`src/rtl/ex_pkg.sv`:
```
// Shared definitions for the execute stage: op encodings, FSM states and op-class helpers.
package ex_pkg;

   localparam int XLEN_DEF = 32;
   localparam int OP_WIDTH = 6;

   typedef logic [OP_WIDTH-1:0] op_t;

   localparam op_t OP_ADD    = 6'd1;
   localparam op_t OP_SUB    = 6'd2;
   localparam op_t OP_AND    = 6'd3;
   localparam op_t OP_OR     = 6'd4;
   localparam op_t OP_XOR    = 6'd5;
   localparam op_t OP_SLL    = 6'd6;
   localparam op_t OP_SRL    = 6'd7;
   localparam op_t OP_SRA    = 6'd8;
   localparam op_t OP_SEQ    = 6'd9;
   localparam op_t OP_SLT    = 6'd10;
   localparam op_t OP_SLTU   = 6'd11;
   localparam op_t OP_LUI    = 6'd12;
   localparam op_t OP_AUIPC  = 6'd13;
   localparam op_t OP_JAL    = 6'd14;
   localparam op_t OP_JALR   = 6'd15;
   localparam op_t OP_LB     = 6'd16;
   localparam op_t OP_LH     = 6'd17;
   localparam op_t OP_LW     = 6'd18;
   localparam op_t OP_LBU    = 6'd19;
   localparam op_t OP_LHU    = 6'd20;
   localparam op_t OP_SB     = 6'd21;
   localparam op_t OP_SH     = 6'd22;
   localparam op_t OP_SW     = 6'd23;
   localparam op_t OP_MUL    = 6'd32;
   localparam op_t OP_MULH   = 6'd33;
   localparam op_t OP_MULHSU = 6'd34;
   localparam op_t OP_MULHU  = 6'd35;
   localparam op_t OP_DIV    = 6'd36;
   localparam op_t OP_DIVU   = 6'd37;
   localparam op_t OP_REM    = 6'd38;
   localparam op_t OP_REMU   = 6'd39;

   typedef enum logic [1:0] {S_IDLE, S_MUL, S_DIV} ex_state_t;

   function automatic logic is_mul(input op_t op);
      return (op == OP_MUL) || (op == OP_MULH) || (op == OP_MULHSU) || (op == OP_MULHU);
   endfunction

   function automatic logic is_div(input op_t op);
      return (op == OP_DIV) || (op == OP_DIVU) || (op == OP_REM) || (op == OP_REMU);
   endfunction

endpackage

```
`src/rtl/ex_stage_md_if.sv`:
```
// ID/EX-to-MEM bus of the execute stage; master is the upstream/controller side, slave is the stage.
interface ex_stage_md_if #(
   parameter int XLEN  = ex_pkg::XLEN_DEF,
   parameter int REG_W = 5,
   parameter int OP_W  = ex_pkg::OP_WIDTH
);
   logic             flush_i;
   logic             valid_i;
   logic [OP_W-1:0]  AluOP;
   logic [XLEN-1:0]  src1;
   logic [XLEN-1:0]  src2;
   logic [XLEN-1:0]  imm_i;
   logic [REG_W-1:0] rd;
   logic             rd_op;
   logic [XLEN-1:0]  link_address_i;
   logic             stallreq;
   logic             valid_o;
   logic [REG_W-1:0] rd_o;
   logic             rd_op_o;
   logic [XLEN-1:0]  rd_data;
   logic [XLEN-1:0]  mem_addr_o;
   logic [XLEN-1:0]  mem_wdata_o;
   logic [OP_W-1:0]  AluOP_o;

   modport master (
      output flush_i, valid_i, AluOP, src1, src2, imm_i, rd, rd_op, link_address_i,
      input  stallreq, valid_o, rd_o, rd_op_o, rd_data, mem_addr_o, mem_wdata_o, AluOP_o
   );

   modport slave (
      input  flush_i, valid_i, AluOP, src1, src2, imm_i, rd, rd_op, link_address_i,
      output stallreq, valid_o, rd_o, rd_op_o, rd_data, mem_addr_o, mem_wdata_o, AluOP_o
   );
endinterface

```
`src/rtl/ex_div_iter.sv`:
```
// Iterative restoring divider on magnitudes, one quotient bit per cycle, XLEN cycles after start.
// done/result are combinational in the final iteration cycle so the caller can register them at that edge.
module ex_div_iter
   import ex_pkg::*;
#(
   parameter int XLEN = XLEN_DEF
) (
   input  logic            clk,
   input  logic            rst,
   input  logic            kill,
   input  logic            start,
   input  op_t             op,
   input  logic [XLEN-1:0] dividend,
   input  logic [XLEN-1:0] divisor,
   output logic            busy,
   output logic            done,
   output logic [XLEN-1:0] result
);
   localparam int CW = $clog2(XLEN);
   localparam logic [CW-1:0]   LAST = CW'(XLEN - 1);
   localparam logic [XLEN-1:0] MIN  = {1'b1, {(XLEN-1){1'b0}}};

   logic [XLEN-1:0] quo_q, rem_q, dvsr_q, dvnd_q;
   logic [XLEN-1:0] quo_n, rem_n, q_fix, r_fix, a_mag, b_mag;
   logic [XLEN:0]   trial, diff;
   logic [CW-1:0]   cnt_q;
   logic            sgn, neg_quo_q, neg_rem_q, div0_q, ovf_q, sel_rem_q;

   assign sgn   = (op == OP_DIV) || (op == OP_REM);
   assign a_mag = (sgn && dividend[XLEN-1]) ? -dividend : dividend;
   assign b_mag = (sgn && divisor[XLEN-1])  ? -divisor  : divisor;

   // Borrow out of the trial subtraction decides the quotient bit.
   assign trial = {rem_q, quo_q[XLEN-1]};
   assign diff  = trial - {1'b0, dvsr_q};
   assign rem_n = diff[XLEN] ? trial[XLEN-1:0] : diff[XLEN-1:0];
   assign quo_n = {quo_q[XLEN-2:0], ~diff[XLEN]};

   assign done = busy && (cnt_q == LAST);

   always_comb begin
      q_fix = neg_quo_q ? -quo_n : quo_n;
      r_fix = neg_rem_q ? -rem_n : rem_n;
      if (div0_q) begin
         q_fix = '1;
         r_fix = dvnd_q;
      end else if (ovf_q) begin
         q_fix = MIN;
         r_fix = '0;
      end
      result = sel_rem_q ? r_fix : q_fix;
   end

   always_ff @(posedge clk) begin
      if (rst || kill) begin
         busy  <= 1'b0;
         cnt_q <= '0;
      end else if (start) begin
         busy      <= 1'b1;
         cnt_q     <= '0;
         quo_q     <= a_mag;
         rem_q     <= '0;
         dvsr_q    <= b_mag;
         dvnd_q    <= dividend;
         neg_quo_q <= sgn && (dividend[XLEN-1] ^ divisor[XLEN-1]);
         neg_rem_q <= sgn && dividend[XLEN-1];
         div0_q    <= (divisor == '0);
         ovf_q     <= sgn && (dividend == MIN) && (divisor == '1);
         sel_rem_q <= (op == OP_REM) || (op == OP_REMU);
      end else if (busy) begin
         quo_q <= quo_n;
         rem_q <= rem_n;
         cnt_q <= cnt_q + 1'b1;
         if (done) busy <= 1'b0;
      end
   end
endmodule

```
`src/rtl/ex_stage_md.sv`:
```
// RV32 execute stage with folded EX/MEM register; M-extension multiplier/divider/FSM built only
// when EX_MULDIV_EN is defined, otherwise M-class ops take the default (link address) path.
module ex_stage_md
   import ex_pkg::*;
#(
   parameter int XLEN    = XLEN_DEF,
   parameter int MUL_LAT = 2,
   parameter int REG_W   = 5,
   parameter int OP_W    = OP_WIDTH
) (
   input logic          CLK,
   input logic          RST,
   ex_stage_md_if.slave bus
);
   localparam int SHW = $clog2(XLEN);

   op_t              op, res_op;
   logic [SHW-1:0]   shamt;
   logic [XLEN-1:0]  alu_res, sum_addr, res_data, res_addr, res_wdata;
   logic [REG_W-1:0] res_rd;
   logic             res_rd_op, wr, clr;

   logic             valid_q, rd_op_q_o;
   logic [REG_W-1:0] rd_q_o;
   logic [XLEN-1:0]  data_q, addr_q, wdata_q;
   logic [OP_W-1:0]  aluop_q;

   assign op       = op_t'(bus.AluOP);
   assign shamt    = bus.src2[SHW-1:0];
   assign sum_addr = bus.src1 + bus.imm_i;

   // LUI expects the shifted immediate in src2; AUIPC expects the pc in src1.
   always_comb begin
      alu_res = bus.link_address_i;
      case (op)
         OP_ADD:   alu_res = bus.src1 + bus.src2;
         OP_SUB:   alu_res = bus.src1 - bus.src2;
         OP_AND:   alu_res = bus.src1 & bus.src2;
         OP_OR:    alu_res = bus.src1 | bus.src2;
         OP_XOR:   alu_res = bus.src1 ^ bus.src2;
         OP_SLL:   alu_res = bus.src1 << shamt;
         OP_SRL:   alu_res = bus.src1 >> shamt;
         OP_SRA:   alu_res = $signed(bus.src1) >>> shamt;
         OP_SEQ:   alu_res = {{(XLEN-1){1'b0}}, bus.src1 == bus.src2};
         OP_SLT:   alu_res = {{(XLEN-1){1'b0}}, $signed(bus.src1) < $signed(bus.src2)};
         OP_SLTU:  alu_res = {{(XLEN-1){1'b0}}, bus.src1 < bus.src2};
         OP_LUI:   alu_res = bus.src2;
         OP_AUIPC: alu_res = bus.src1 + bus.src2;
         OP_LB, OP_LH, OP_LW, OP_LBU, OP_LHU,
         OP_SB, OP_SH, OP_SW: alu_res = '0;
         default: ;
      endcase
   end

`ifdef EX_MULDIV_EN
   localparam logic [2:0] MUL_LAST = 3'(MUL_LAT - 1);

   ex_state_t        state;
   logic [2:0]       mul_cnt;
   op_t              op_q, mul_sel;
   logic [XLEN-1:0]  a_q, b_q, mul_a, mul_b, mul_res, div_res;
   logic [REG_W-1:0] rd_q;
   logic             rd_op_q, idle, mul_op, div_op, mul_start, div_start;
   logic             mul_last, div_busy, div_done;
   logic signed [XLEN:0] mul_ax, mul_bx;
   logic [2*XLEN-1:0] prod;

   assign idle      = (state == S_IDLE);
   assign mul_op    = is_mul(op);
   assign div_op    = is_div(op);
   assign mul_start = idle && bus.valid_i && !bus.flush_i && mul_op && (MUL_LAT > 1);
   assign div_start = idle && bus.valid_i && !bus.flush_i && div_op;
   assign mul_last  = (state == S_MUL) && (mul_cnt == MUL_LAST);

   // With MUL_LAT==1 the product is taken straight from the bus in the accept cycle.
   assign mul_a   = idle ? bus.src1 : a_q;
   assign mul_b   = idle ? bus.src2 : b_q;
   assign mul_sel = idle ? op : op_q;
   assign mul_ax  = {(mul_sel != OP_MULHU) & mul_a[XLEN-1], mul_a};
   assign mul_bx  = {((mul_sel == OP_MUL) || (mul_sel == OP_MULH)) & mul_b[XLEN-1], mul_b};
   assign prod    = (2*XLEN)'(mul_ax) * (2*XLEN)'(mul_bx);
   assign mul_res = (mul_sel == OP_MUL) ? prod[XLEN-1:0] : prod[2*XLEN-1:XLEN];

   ex_div_iter #(.XLEN(XLEN)) u_div (
      .clk      (CLK),
      .rst      (RST),
      .kill     (bus.flush_i),
      .start    (div_start),
      .op       (op),
      .dividend (bus.src1),
      .divisor  (bus.src2),
      .busy     (div_busy),
      .done     (div_done),
      .result   (div_res)
   );

   assign bus.stallreq = !RST && !bus.flush_i &&
                         ((idle && bus.valid_i && (div_op || (mul_op && (MUL_LAT > 1)))) ||
                          ((state == S_MUL) && !mul_last) ||
                          (div_busy && !div_done));

   always_ff @(posedge CLK) begin
      if (RST) begin
         state   <= S_IDLE;
         mul_cnt <= '0;
      end else if (bus.flush_i) begin
         state <= S_IDLE;
      end else begin
         case (state)
            S_IDLE: if (mul_start || div_start) begin
               state   <= mul_start ? S_MUL : S_DIV;
               mul_cnt <= 3'd1;
               op_q    <= op;
               a_q     <= bus.src1;
               b_q     <= bus.src2;
               rd_q    <= bus.rd;
               rd_op_q <= bus.rd_op;
            end
            S_MUL: begin
               mul_cnt <= mul_cnt + 3'd1;
               if (mul_last) state <= S_IDLE;
            end
            S_DIV: if (div_done) state <= S_IDLE;
            default: state <= S_IDLE;
         endcase
      end
   end

   always_comb begin
      wr        = 1'b0;
      clr       = bus.flush_i;
      res_data  = alu_res;
      res_rd    = bus.rd;
      res_rd_op = bus.rd_op;
      res_op    = op;
      res_addr  = sum_addr;
      res_wdata = bus.src2;
      if (!bus.flush_i) begin
         if (idle) begin
            clr = !bus.valid_i;
            wr  = bus.valid_i && !mul_start && !div_start;
            if (mul_op) res_data = mul_res;
         end else begin
            wr        = mul_last || ((state == S_DIV) && div_done);
            res_data  = (state == S_MUL) ? mul_res : div_res;
            res_rd    = rd_q;
            res_rd_op = rd_op_q;
            res_op    = op_q;
            res_addr  = addr_q;
            res_wdata = b_q;
         end
      end
   end
`else
   logic unused_cfg;
   assign unused_cfg = ^MUL_LAT;

   assign bus.stallreq = 1'b0;

   always_comb begin
      wr        = bus.valid_i && !bus.flush_i;
      clr       = !wr;
      res_data  = alu_res;
      res_rd    = bus.rd;
      res_rd_op = bus.rd_op;
      res_op    = op;
      res_addr  = sum_addr;
      res_wdata = bus.src2;
   end
`endif

   // Stall cycles leave a bubble; everything except valid_o holds.
   always_ff @(posedge CLK) begin
      if (RST) begin
         valid_q   <= 1'b0;
         rd_q_o    <= '0;
         rd_op_q_o <= 1'b0;
         data_q    <= '0;
         addr_q    <= '0;
         wdata_q   <= '0;
         aluop_q   <= '0;
      end else if (wr) begin
         valid_q   <= 1'b1;
         rd_q_o    <= res_rd;
         rd_op_q_o <= res_rd_op;
         data_q    <= res_data;
         addr_q    <= res_addr;
         wdata_q   <= res_wdata;
         aluop_q   <= OP_W'(res_op);
      end else begin
         valid_q <= 1'b0;
         if (clr) rd_op_q_o <= 1'b0;
      end
   end

   assign bus.valid_o     = valid_q;
   assign bus.rd_o        = rd_q_o;
   assign bus.rd_op_o     = rd_op_q_o;
   assign bus.rd_data     = data_q;
   assign bus.mem_addr_o  = addr_q;
   assign bus.mem_wdata_o = wdata_q;
   assign bus.AluOP_o     = aluop_q;
endmodule

```
`src/flat_wrapper.sv`:
```
// flat-port wrapper written by rule: the top's interface ports become plain ports
module ex_stage_md_flat import ex_pkg::*;
#(
   parameter int XLEN    = XLEN_DEF,
   parameter int MUL_LAT = 2,
   parameter int REG_W   = 5,
   parameter int OP_W    = OP_WIDTH
)
  (CLK, RST, bus_flush_i, bus_valid_i, bus_AluOP, bus_src1, bus_src2, bus_imm_i, bus_rd, bus_rd_op, bus_link_address_i, bus_stallreq, bus_valid_o, bus_rd_o, bus_rd_op_o, bus_rd_data, bus_mem_addr_o, bus_mem_wdata_o, bus_AluOP_o);
  ex_stage_md_if #(.XLEN(XLEN), .REG_W(REG_W), .OP_W(OP_W)) bus_i ();
  input logic CLK;
  input logic RST;
  input wire logic [$bits(bus_i.flush_i)-1:0] bus_flush_i;
  input wire logic [$bits(bus_i.valid_i)-1:0] bus_valid_i;
  input wire logic [$bits(bus_i.AluOP)-1:0] bus_AluOP;
  input wire logic [$bits(bus_i.src1)-1:0] bus_src1;
  input wire logic [$bits(bus_i.src2)-1:0] bus_src2;
  input wire logic [$bits(bus_i.imm_i)-1:0] bus_imm_i;
  input wire logic [$bits(bus_i.rd)-1:0] bus_rd;
  input wire logic [$bits(bus_i.rd_op)-1:0] bus_rd_op;
  input wire logic [$bits(bus_i.link_address_i)-1:0] bus_link_address_i;
  output wire logic [$bits(bus_i.stallreq)-1:0] bus_stallreq;
  output wire logic [$bits(bus_i.valid_o)-1:0] bus_valid_o;
  output wire logic [$bits(bus_i.rd_o)-1:0] bus_rd_o;
  output wire logic [$bits(bus_i.rd_op_o)-1:0] bus_rd_op_o;
  output wire logic [$bits(bus_i.rd_data)-1:0] bus_rd_data;
  output wire logic [$bits(bus_i.mem_addr_o)-1:0] bus_mem_addr_o;
  output wire logic [$bits(bus_i.mem_wdata_o)-1:0] bus_mem_wdata_o;
  output wire logic [$bits(bus_i.AluOP_o)-1:0] bus_AluOP_o;
  assign bus_i.flush_i = bus_flush_i;
  assign bus_i.valid_i = bus_valid_i;
  assign bus_i.AluOP = bus_AluOP;
  assign bus_i.src1 = bus_src1;
  assign bus_i.src2 = bus_src2;
  assign bus_i.imm_i = bus_imm_i;
  assign bus_i.rd = bus_rd;
  assign bus_i.rd_op = bus_rd_op;
  assign bus_i.link_address_i = bus_link_address_i;
  assign bus_stallreq = bus_i.stallreq;
  assign bus_valid_o = bus_i.valid_o;
  assign bus_rd_o = bus_i.rd_o;
  assign bus_rd_op_o = bus_i.rd_op_o;
  assign bus_rd_data = bus_i.rd_data;
  assign bus_mem_addr_o = bus_i.mem_addr_o;
  assign bus_mem_wdata_o = bus_i.mem_wdata_o;
  assign bus_AluOP_o = bus_i.AluOP_o;
  ex_stage_md #(.XLEN(XLEN), .MUL_LAT(MUL_LAT), .REG_W(REG_W), .OP_W(OP_W)) u_core (.CLK(CLK), .RST(RST), .bus(bus_i));
endmodule
```
`config.mk`:
```
export PLATFORM = sky130hd
export DESIGN_NAME = ex_stage_md_flat
export DESIGN_NICKNAME = d
export VERILOG_FILES = /design/src/rtl/ex_pkg.sv /design/src/rtl/ex_stage_md_if.sv /design/src/rtl/ex_div_iter.sv /design/src/rtl/ex_stage_md.sv /design/src/flat_wrapper.sv
export SDC_FILE = /design/constraint.sdc
export NUM_CORES = 1
export LEC_CHECK = 0
export BUFFER_PORTS_ARGS = -buffer_cell sky130_fd_sc_hd__buf_4
export CORE_UTILIZATION = 35
export DETAILED_ROUTE_END_ITERATION = 12
export MAX_ROUTING_LAYER = met4
export PLACE_DENSITY = 0.54
export SLEW_MARGIN = 25
export SYNTH_ARGS = -nofsm -noshare
export SYNTH_HDL_FRONTEND = slang
export SYNTH_SLANG_ARGS = --single-unit
```
`constraint.sdc`:
```
create_clock -name CLK -period 6 [get_ports CLK]
set_clock_uncertainty 0.15 [all_clocks]
set_input_delay 1.5 -clock CLK [delete_from_list [all_inputs] [get_ports CLK]]
set_output_delay 1.5 -clock CLK [all_outputs]
set_load 0.05 [all_outputs]
```
==> results of run 1 <==
## state kept, by name, indices dropped and copies added, names as in the netlist
register / count
u_core.bus.mem_wdata_o: 32
u_core.bus.rd_o: 5
u_core.bus.rd_data: 32
u_core.bus.AluOP_o: 6
u_core.bus.mem_addr_o: 32
u_core.bus.valid_o: 1
u_core.bus.rd_op_o: 1
## worst max-delay path, stage by stage
cell and delay (ns):
buf_4 0.15, inv_1 0.07, ha_1 0.47, inv_1 0.17, a2111oi_0 0.63, a211o_1 0.33
nand4_1 0.12, a21oi_1 0.61, o31ai_1 0.17, xnor2_1 0.17, a221oi_1 0.62, o21ai_0 0.16
## layer usage
metal  global-route usage, %  part of all wire (%)
met5                       -                     0
met4                    16.9                   5.2
met3                    4.58                   6.6
met2                    52.6                    45
met1                    43.6                    43
## power by group
part	leakage (nW)	switching (W)	internal [W]	total (W)
clock	0.141	0.000333	0.000285	0.000618
combinational	6.12	0.000926	0.000481	0.00141
sequential	0.892	0.0000254	0.000767	0.000792
total	7.15	0.00128	0.00153	0.00282
## area by class of cell
type	instances	share of cell area [%]
multi-input cells	1636	64.9
repair buffers	308	14.0
clock buffers	9	1.35
clock inverters	7	0.292
well taps	525	3.93
inverters	110	2.47
diodes	3	0.0449
flip-flops and latches	109	13.1
## worst paths after layout
check / start / to / slack [ns] / cells past startpoint
worst max-delay path: bus_src2[7] / u_core.bus.rd_data[20]$_SDFFE_PP0P_ / 0.93 / 12
worst min-delay path: u_core.bus.mem_addr_o[4]$_SDFFE_PP0P_ / u_core.bus.mem_addr_o[4]$_SDFFE_PP0P_ / 0.30 / 2
worst max register to register: u_core.bus.rd_data[0]$_SDFFE_PP0P_ / u_core.bus.rd_data[0]$_SDFFE_PP0P_ / 4.20 / 4
worst min register to register: u_core.bus.mem_addr_o[4]$_SDFFE_PP0P_ / u_core.bus.mem_addr_o[4]$_SDFFE_PP0P_ / 0.30 / 2
## logic make-up (layout without fill, tap and decap cells)
group,after synthesis,after routing
AOI/OAI and AO/OA,720,720
muxes,93,93
DFF,109,109
and+or+nand+nor,663,663
buffers and inverters,262,434
xor gates and xnor gates,28,28
adders and majority gates,131,131
other,1,4
## per-stage QoR
step / power (W) / std cells
after floorplan: 0.00169 / 2007
after global placement: 0.00218 / 2688
after detailed placement: 0.00218 / 2688
after CTS: 0.00282 / 2704
after global routing: 0.00295 / 2707
final: 0.00282 / 2707
## synthesized netlist by cell type, drive strengths merged (6+ instances only)
cell     instances
nand2          275
a21oi          241
nor2           192
o21ai          144
ha             128
clkbuf         110
dfxtp          109
inv            109
mux2i           49
nor3            47
buf             42
a211oi          40
o211ai          32
a21o            28
a221oi          28
mux4            26
nand3           24
nand2b          23
o21bai          23
a31oi           22
nor4            22
xnor2           21
mux2            18
o31ai           16
nor2b           15
a22oi           14
o221ai          14
o22ai           14
nand4           13
o21a            13
o2111ai         12
a2111oi         11
a221o           11
or3             10
or2              9
a22o             7
a311oi           7
xor2             7
a211o            6
and2             6
==> flow_summary.json, run 1 <==
{
  "status": "finished clean",
  "placed_area_um2": 16400,
  "irDropWorstVdd_mv": 0.142,
  "cts_tree": "yes",
  "setup_viol": 0,
  "cp.required_ns": 6.09,
  "ys_top_cells_by_area": "dfxtp_1 16%, ha_1 11%, a21oi_1 8.6%",
  "synth_top_family_by_area": "compound AO/OA/AOI/OAI gates",
  "fmaxAchievable_ghz": 0.197,
  "cts_buffers": 9,
  "overflow": 0,
  "synth_xor_area_share_pct": 1.75,
  "filler_cell_count": 4195,
  "dp_hpwl_um": 54100,
  "worstHoldPathType": "flop to flop",
  "nets": 2449,
  "worst_slack_ns": 0.929,
  "utilization_pct": 42.2,
  "drt_iter0_markers": 1750,
  "numClockSinks": 109,
  "cts_root_buf": "clkbuf_16",
  "ioPinCount": 254,
  "finalHoldViolations": 0,
  "tns_ns": 0,
  "clk_pin_slew_worst_paths_ns": 0.08,
  "synth.ff_latch_count": 109,
  "rsz0062_at_grt": "no",
  "std_cell_rows": 73,
  "place_congestion": 1.03,
  "synthSimpleGateAreaFrac_pct": 21.0,
  "synth_top_area_share_pct": 15.5,
  "syn-cell-area_um2": 14000,
  "syn_area_per_cell_um2": 7.00,
  "first_global_vias": 15600,
  "powerDensity_nw_per_um2": 168,
  "synthAdderAreaFrac_pct": 11.8,
  "syn_inst": 2007,
  "synth_compound_area_share_pct": 33.1,
  "initial_core_util_pct": 35.4,
  "yosysTopAreaCell": "dfxtp_1",
  "ys_types": 85,
  "ys_async_sr_fraction_pct": 0,
  "grt_max_degree": 100,
  "wirelength_um": 69500,
  "synthMuxAreaShare_pct": 9.13,
  "core_um2": 39600,
  "worst_slew_pin_slew_ns": 1.12,
  "hold_buffers": 0,
  "areaGrowthSynthToFinish_pct": 19.1,
  "h-tree-depth": 3,
  "layout_common_cells": "306 x buf_4, 275 x nand2_1, 240 x a21oi_1, 189 x nor2_1, 139 x o21ai_0",
  "fin_area_um2": 16700,
  "vias": 16600,
  "drcViolationCount": 0,
  "first_pass_iters": 8,
  "place_worst_setup_slack_ns": 0.696,
  "final_max_slew_viol_count": 0,
  "slew_headroom_pct": 25.1,
  "die-area_um2": 40900,
  "crit_arrival_ns": 5.16,
  "die_w_um": 202,
  "layout-drive-gt1-share_pct": 18.3,
  "cts_resized": 0,
  "power.leakage_nw": 7.15,
  "fin_crit_ns": 5.07,
  "synth_ff_type": "dfxtp_1",
  "yosysSeqAreaShare_pct": 15.5,
  "multi_input_area_um2": 10800,
  "drv_cap": 0,
  "seqCellArea_um2": 2180,
  "antenna_found_initial": 3,
  "finalHoldWorstSlack_ns": 0.305,
  "via_per_inst": 6.13,
  "ant_nets": 0,
  "grt.total_usage_pct": 34.1,
  "postCtsSetupBuffers": 0,
  "cp-end-kind": "flop",
  "yosys_warnings": 0,
  "die_height_um": 202,
  "final_common_cell": "buf_4",
  "portBuffers": 252,
  "criticalPathCategory": "input pin to flop",
  "synth-edff-count": 0,
  "path_max_fanout": 9,
  "start_kind": "input pin",
  "insertion_delay_ns": 0.39,
  "post_drt_wl_per_cell_um": 25.7,
  "grt_pass1_wl_um": 102000,
  "clockBufferDepth": 2,
  "synth_fp_nets": 2282,
  "post-route-period-util_pct": 84.5
}
No activity file was read; power rests on OpenSTA's default activity.
==> inputs of run 2 (changes only) <==
--- a/config.mk
+++ b/config.mk
@@ -9,7 +9,7 @@
 export CORE_UTILIZATION = 35
 export DETAILED_ROUTE_END_ITERATION = 12
 export MAX_ROUTING_LAYER = met4
-export PLACE_DENSITY = 0.54
+export PLACE_DENSITY = 0.52
 export SLEW_MARGIN = 25
 export SYNTH_ARGS = -nofsm -noshare
 export SYNTH_HDL_FRONTEND = slang
==> constraint.sdc (replaced) <==
create_clock -name CLK -period 4.71 [get_ports CLK]
set_clock_uncertainty 0.15 [all_clocks]
set_input_delay 1.1775 -clock CLK [delete_from_list [all_inputs] [get_ports CLK]]
set_output_delay 1.1775 -clock CLK [all_outputs]
set_load 0.05 [all_outputs]
==> flow_summary.json, run 2 (synthesis results as in run 1) <==
{
  "status": "finished clean",
  "slew_headroom_pct": 37.7,
  "numClockSinks": 109,
  "ioPinCount": 254,
  "finalHoldViolations": 0,
  "place_congestion": 1.08,
  "clockBufferDepth": 2,
  "nets": 2522,
  "grt_max_degree": 98,
  "start_kind": "input pin",
  "grt.total_usage_pct": 35.4,
  "cts_resized": 0,
  "antenna_found_initial": 1,
  "cts_buffers": 9,
  "h-tree-depth": 3,
  "powerDensity_nw_per_um2": 215,
  "final_common_cell": "buf_4",
  "layout_common_cells": "376 x buf_4, 275 x nand2_1, 240 x a21oi_1, 189 x nor2_1, 139 x o21ai_0",
  "crit_arrival_ns": 4.43,
  "cts_root_buf": "clkbuf_16",
  "areaGrowthSynthToFinish_pct": 23.5,
  "power.leakage_nw": 7.53,
  "post_drt_wl_per_cell_um": 26.1,
  "filler_cell_count": 4181,
  "clk_pin_slew_worst_paths_ns": 0.09,
  "cp.buffers_inverters": 2,
  "initial_core_util_pct": 35.4,
  "n_antenna_cell": 0,
  "path_max_fanout": 5,
  "drv_cap": 0,
  "cp-end-kind": "flop",
  "drcViolationCount": 0,
  "wirelength_um": 72400,
  "vias": 16900,
  "via_per_inst": 6.09,
  "utilization_pct": 43.8,
  "tns_ns": 0,
  "cts_tree": "yes",
  "first_global_vias": 15900,
  "dp_hpwl_um": 57900,
  "critical-path-max-stage-delay_ns": 0.41,
  "grt_pass1_wl_um": 105000,
  "portBuffers": 252,
  "first_pass_iters": 6,
  "placed_area_um2": 17000,
  "hold_buffers": 0,
  "die_height_um": 202,
  "die_w_um": 202,
  "path_delay_family": "simple AND/OR/NAND/NOR gates",
  "rsz0062_at_grt": "no",
  "postCtsSetupBuffers": 0,
  "criticalPathCategory": "input pin to flop",
  "fmaxAchievable_ghz": 0.233,
  "std_cell_rows": 73,
  "core_um2": 39600,
  "final_max_slew_viol_count": 0,
  "worstHoldPathType": "flop to flop",
  "setup_viol": 0,
  "post-route-period-util_pct": 91.0,
  "overflow": 0,
  "irDropWorstVdd_mv": 0.207,
  "die-area_um2": 40900,
  "cp.required_ns": 4.86,
  "worst_slew_pin_slew_ns": 0.935,
  "fin_area_um2": 17300,
  "drt_iter0_markers": 2015,
  "insertion_delay_ns": 0.38,
  "layout-drive-gt1-share_pct": 21.0,
  "critPathSlowestCell": "or3_1",
  "crit_chain": "buf_4, inv_1, ha_1, or3_1, or2_0, or3_4, a2111oi_4, o21bai_2, a31oi_4, nand2_1, mux2_4, nor4_2, o21ai_1",
  "ant_nets": 0,
  "fin_crit_ns": 4.28
}
[run 2: metal layers]
layer | vias up | GRT usage, % | part of all wire (%)
li1 | 7821 | - | -
met1 | 8190 | 44.6 | 42
met2 | 782 | 55.9 | 46
met3 | 128 | 4.40 | 6.8
met4 | 0 | 17.2 | 5.1
met5 | - | - | 0
[run 2: per-stage QoR]
step	setup slack (ns)	total power (W)	hold slack, ns	cells
floorplan	0.00976	0.00215	0.509	2007
global placement	0.0911	0.00286	0.289	2760
detailed placement	0.0552	0.00286	0.297	2760
CTS	0.502	0.00374	0.308	2776
global route	0.237	0.00391	0.323	2777
finish	0.426	0.00374	0.308	2777
[run 2: path summary, 6_finish.rpt]
kind / start / to / slack (ns) / cells past startpoint
setup / recovery: bus_src1[19] / u_core.bus.rd_data[28]$_SDFFE_PP0P_ / 0.43 / 13
hold / removal: u_core.bus.mem_addr_o[15]$_SDFFE_PP0P_ / u_core.bus.mem_addr_o[15]$_SDFFE_PP0P_ / 0.31 / 2
setup reg to reg: u_core.bus.rd_data[0]$_SDFFE_PP0P_ / u_core.bus.rd_data[0]$_SDFFE_PP0P_ / 3.04 / 4
hold reg to reg: u_core.bus.mem_addr_o[15]$_SDFFE_PP0P_ / u_core.bus.mem_addr_o[15]$_SDFFE_PP0P_ / 0.31 / 2
[run 2: cell type report]
class	count	area (um^2)	share of cell area [%]
clock buffer	9	225	1.30
clock inverter	7	92.6	0.534
inverter	110	413	2.38
multi-input combinational	1636	10900	62.6
sequential	109	2180	12.6
tap	525	657	3.79
timing repair buffer	381	2910	16.8
[run 2: power by group]
group / internal (W) / switching, W
sequential: 0.000977 / 0.0000329
clock: 0.000426 / 0.000428
combinational: 0.000664 / 0.00121
[run 2: worst min-delay path: cells and delay by family, from the launching register on]
family	cells	cell delay (ns)
flip-flops	1	0.31
AND/OR/NAND/NOR	1	0.05
AO/OA/AOI/OAI	1	0.05
==> inputs of run 3 (changes only) <==
--- a/config.mk
+++ b/config.mk
@@ -5,11 +5,11 @@
 export SDC_FILE = /design/constraint.sdc
 export NUM_CORES = 1
 export LEC_CHECK = 0
-export BUFFER_PORTS_ARGS = -buffer_cell sky130_fd_sc_hd__buf_4
-export CORE_UTILIZATION = 35
+export BUFFER_PORTS_ARGS = -buffer_cell sky130_fd_sc_hd__buf_2
+export CORE_UTILIZATION = 55
 export DETAILED_ROUTE_END_ITERATION = 12
 export MAX_ROUTING_LAYER = met4
-export PLACE_DENSITY = 0.52
+export PLACE_DENSITY = 0.77
 export SLEW_MARGIN = 25
 export SYNTH_ARGS = -nofsm -noshare
 export SYNTH_HDL_FRONTEND = slang
==> flow_summary.json, run 3 (synthesis results as in run 1) <==
{
  "worst_slew_pin_slew_ns": 1.01,
  "cts_buffers": 9,
  "path_max_fanout": 6,
  "cts_tree": "yes",
  "p_int_w": 0.00197,
  "initial_core_util_pct": 55.9,
  "rsz0062_at_grt": "no",
  "h-tree-depth": 3,
  "first_global_vias": 16800,
  "wirelength_um": 70900,
  "areaGrowthSynthToFinish_pct": 17.9,
  "layout_common_cells": "275 x nand2_1, 250 x buf_2, 240 x a21oi_1, 189 x nor2_1, 137 x o21ai_0",
  "nets": 2524,
  "setup_viol": 0,
  "fin_crit_ns": 4.43,
  "grt_pass1_wl_um": 106000,
  "final_max_slew_viol_count": 0,
  "ant_nets": 0,
  "slew_headroom_pct": 32.1,
  "swShare_pct": 46.8,
  "place_congestion": 1.19,
  "std_cell_rows": 58,
  "finalHoldWorstSlack_ns": 0.303,
  "pwr-share-comb_pct": 50.1,
  "clockBufferDepth": 2,
  "post_drt_wl_per_cell_um": 27.3,
  "post-route-period-util_pct": 94.1,
  "drv_cap": 0,
  "insertion_delay_ns": 0.36,
  "first_pass_iters": 8,
  "finalHoldViolations": 0,
  "portBuffers": 252,
  "overflow": 0,
  "numClockSinks": 109,
  "antenna_found_initial": 10,
  "status": "finished clean",
  "worstReg2RegEnd": "u_core.bus.rd_data[30]$_SDFFE_PP0P_",
  "ioPinCount": 254,
  "wl_met3_um": 9400,
  "powerDensity_nw_per_um2": 223,
  "highest_layer": "met4",
  "hold_buffers": 0,
  "grt.total_usage_pct": 55.6,
  "die_height_um": 162,
  "vias": 18100,
  "r2r_cells": 4,
  "r2r_slack_ns": 2.60,
  "final_common_cell": "nand2_1",
  "crit_arrival_ns": 4.52,
  "dp_hpwl_um": 54600,
  "die-area_um2": 26200,
  "seq_power_share_pct": 27.4,
  "core_um2": 25100,
  "drt-met1-wl_um": 24500,
  "grt_max_degree": 98,
  "drt_iter0_markers": 3129,
  "worstHoldPathType": "flop to flop",
  "die_w_um": 162,
  "cp.required_ns": 4.80,
  "via_per_inst": 7.00,
  "criticalPathCategory": "input pin to flop",
  "layout-drive-gt1-share_pct": 21.3,
  "cts_root_buf": "clkbuf_16",
  "startpoint": "bus_src2[3]",
  "pwr-share-clk_pct": 22.5,
  "utilization_pct": 65.9,
  "r2r-start": "u_core.bus.rd_data[30]$_SDFFE_PP0P_",
  "crit_path_end": "u_core.bus.rd_data[27]$_SDFFE_PP0P_",
  "irDropWorstVdd_mv": 0.178,
  "start_kind": "input pin",
  "p_switching_w": 0.00173,
  "drcViolationCount": 0,
  "dr_wl_met2_um": 30000,
  "fmaxAchievable_ghz": 0.226,
  "cp-end-kind": "flop",
  "power.leakage_nw": 7.42,
  "clk_pin_slew_worst_paths_ns": 0.09
}
-- run 3: changes by cell type in the layout (fill, tap and decap cells not counted), moves of 2 or more --
cell        before  now
buf_12           4    7
clkinvlp_4       0    2
clkinv_4         3    1
o21ai_1          5    7
diode_2          0   10
buf_2            0  250
o21ai_0        139  137
buf_4          376  126
-- run 3: power by group through the flow --
stage / logic [W] / registers [W] / clock network, W
3_5_place_dp: 0.00175 / 0.00103 / 0
4_1_cts: 0.00176 / 0.00101 / 0.000825
5_1_grt: 0.00194 / 0.00102 / 0.000855
3_3_place_gp: 0.00173 / 0.00103 / 0
2_1_floorplan: 0.000932 / 0.00122 / 0
6_report: 0.00185 / 0.00101 / 0.000831
-- run 3: final cells by class --
cell class,count,area [um^2]
antenna,10,25.0
clock buffer,9,225
clock inverter,7,78.8
fill,2268,8560
inverter,110,413
multi-input combinational,1636,10900
sequential,109,2180
tap,330,413
timing repair buffer,383,2340
-- run 3: worst min path at each step --
| stage | startpoint | end | slack [ns] | cells past startpoint |
|---|---|---|---|---|
| 3_3_place_gp | u_core.bus.mem_addr_o[29]$_SDFFE_PP0P_ | u_core.bus.mem_addr_o[29]$_SDFFE_PP0P_ | 0.28 | 2 |
| 3_5_place_dp | u_core.bus.mem_addr_o[18]$_SDFFE_PP0P_ | u_core.bus.mem_addr_o[18]$_SDFFE_PP0P_ | 0.29 | 2 |
| 4_1_cts | u_core.bus.mem_addr_o[18]$_SDFFE_PP0P_ | u_core.bus.mem_addr_o[18]$_SDFFE_PP0P_ | 0.30 | 2 |
| 5_1_grt | u_core.bus.mem_addr_o[16]$_SDFFE_PP0P_ | u_core.bus.mem_addr_o[16]$_SDFFE_PP0P_ | 0.32 | 2 |
| 6_report | u_core.bus.mem_addr_o[18]$_SDFFE_PP0P_ | u_core.bus.mem_addr_o[18]$_SDFFE_PP0P_ | 0.30 | 2 |
| 2_1_floorplan | u_core.bus.rd_data[28]$_SDFFE_PP0P_ | u_core.bus.rd_data[28]$_SDFFE_PP0P_ | 0.51 | 2 |
-- run 3: worst max-delay path, stage by stage --
cell and delay [ns]:
buf_2 0.15, inv_1 0.09, ha_1 0.33, buf_4 0.15, o21ai_0 0.12, o21ai_1 0.33
a211oi_1 0.12, buf_4 0.17, o21ai_1 0.47, o21ai_0 0.24, buf_4 0.20, o31ai_1 0.26
o21ai_0 0.16, nor4_1 0.46, a21oi_1 0.08
-- run 3: metrics by stage --
stage	instances	power [W]	TNS, ns	worst slack, ns	area (um^2)
finish	2594	0.00370	0	0.280	16600
global route	2594	0.00381	0	0.151	16600
CTS	2583	0.00360	0	0.214	16500
detailed placement	2567	0.00278	-0.145	-0.145	16200
global placement	2567	0.00276	-0.0269	-0.0269	16200
floorplan	2007	0.00215	0	0.00976	14100
-- run 3: repair_timing --
action	in CTS	in global routing
setup endpoints to repair	0	1
resized for setup	0	2
setup buffers	0	0
-- run 3: per-layer routing --
metal	vias to the layer above	GRT usage [%]
met5	-	-
met4	0	44.0
met3	400	20.0
met2	1559	80.0
met1	8360	62.0
li1	7830	-
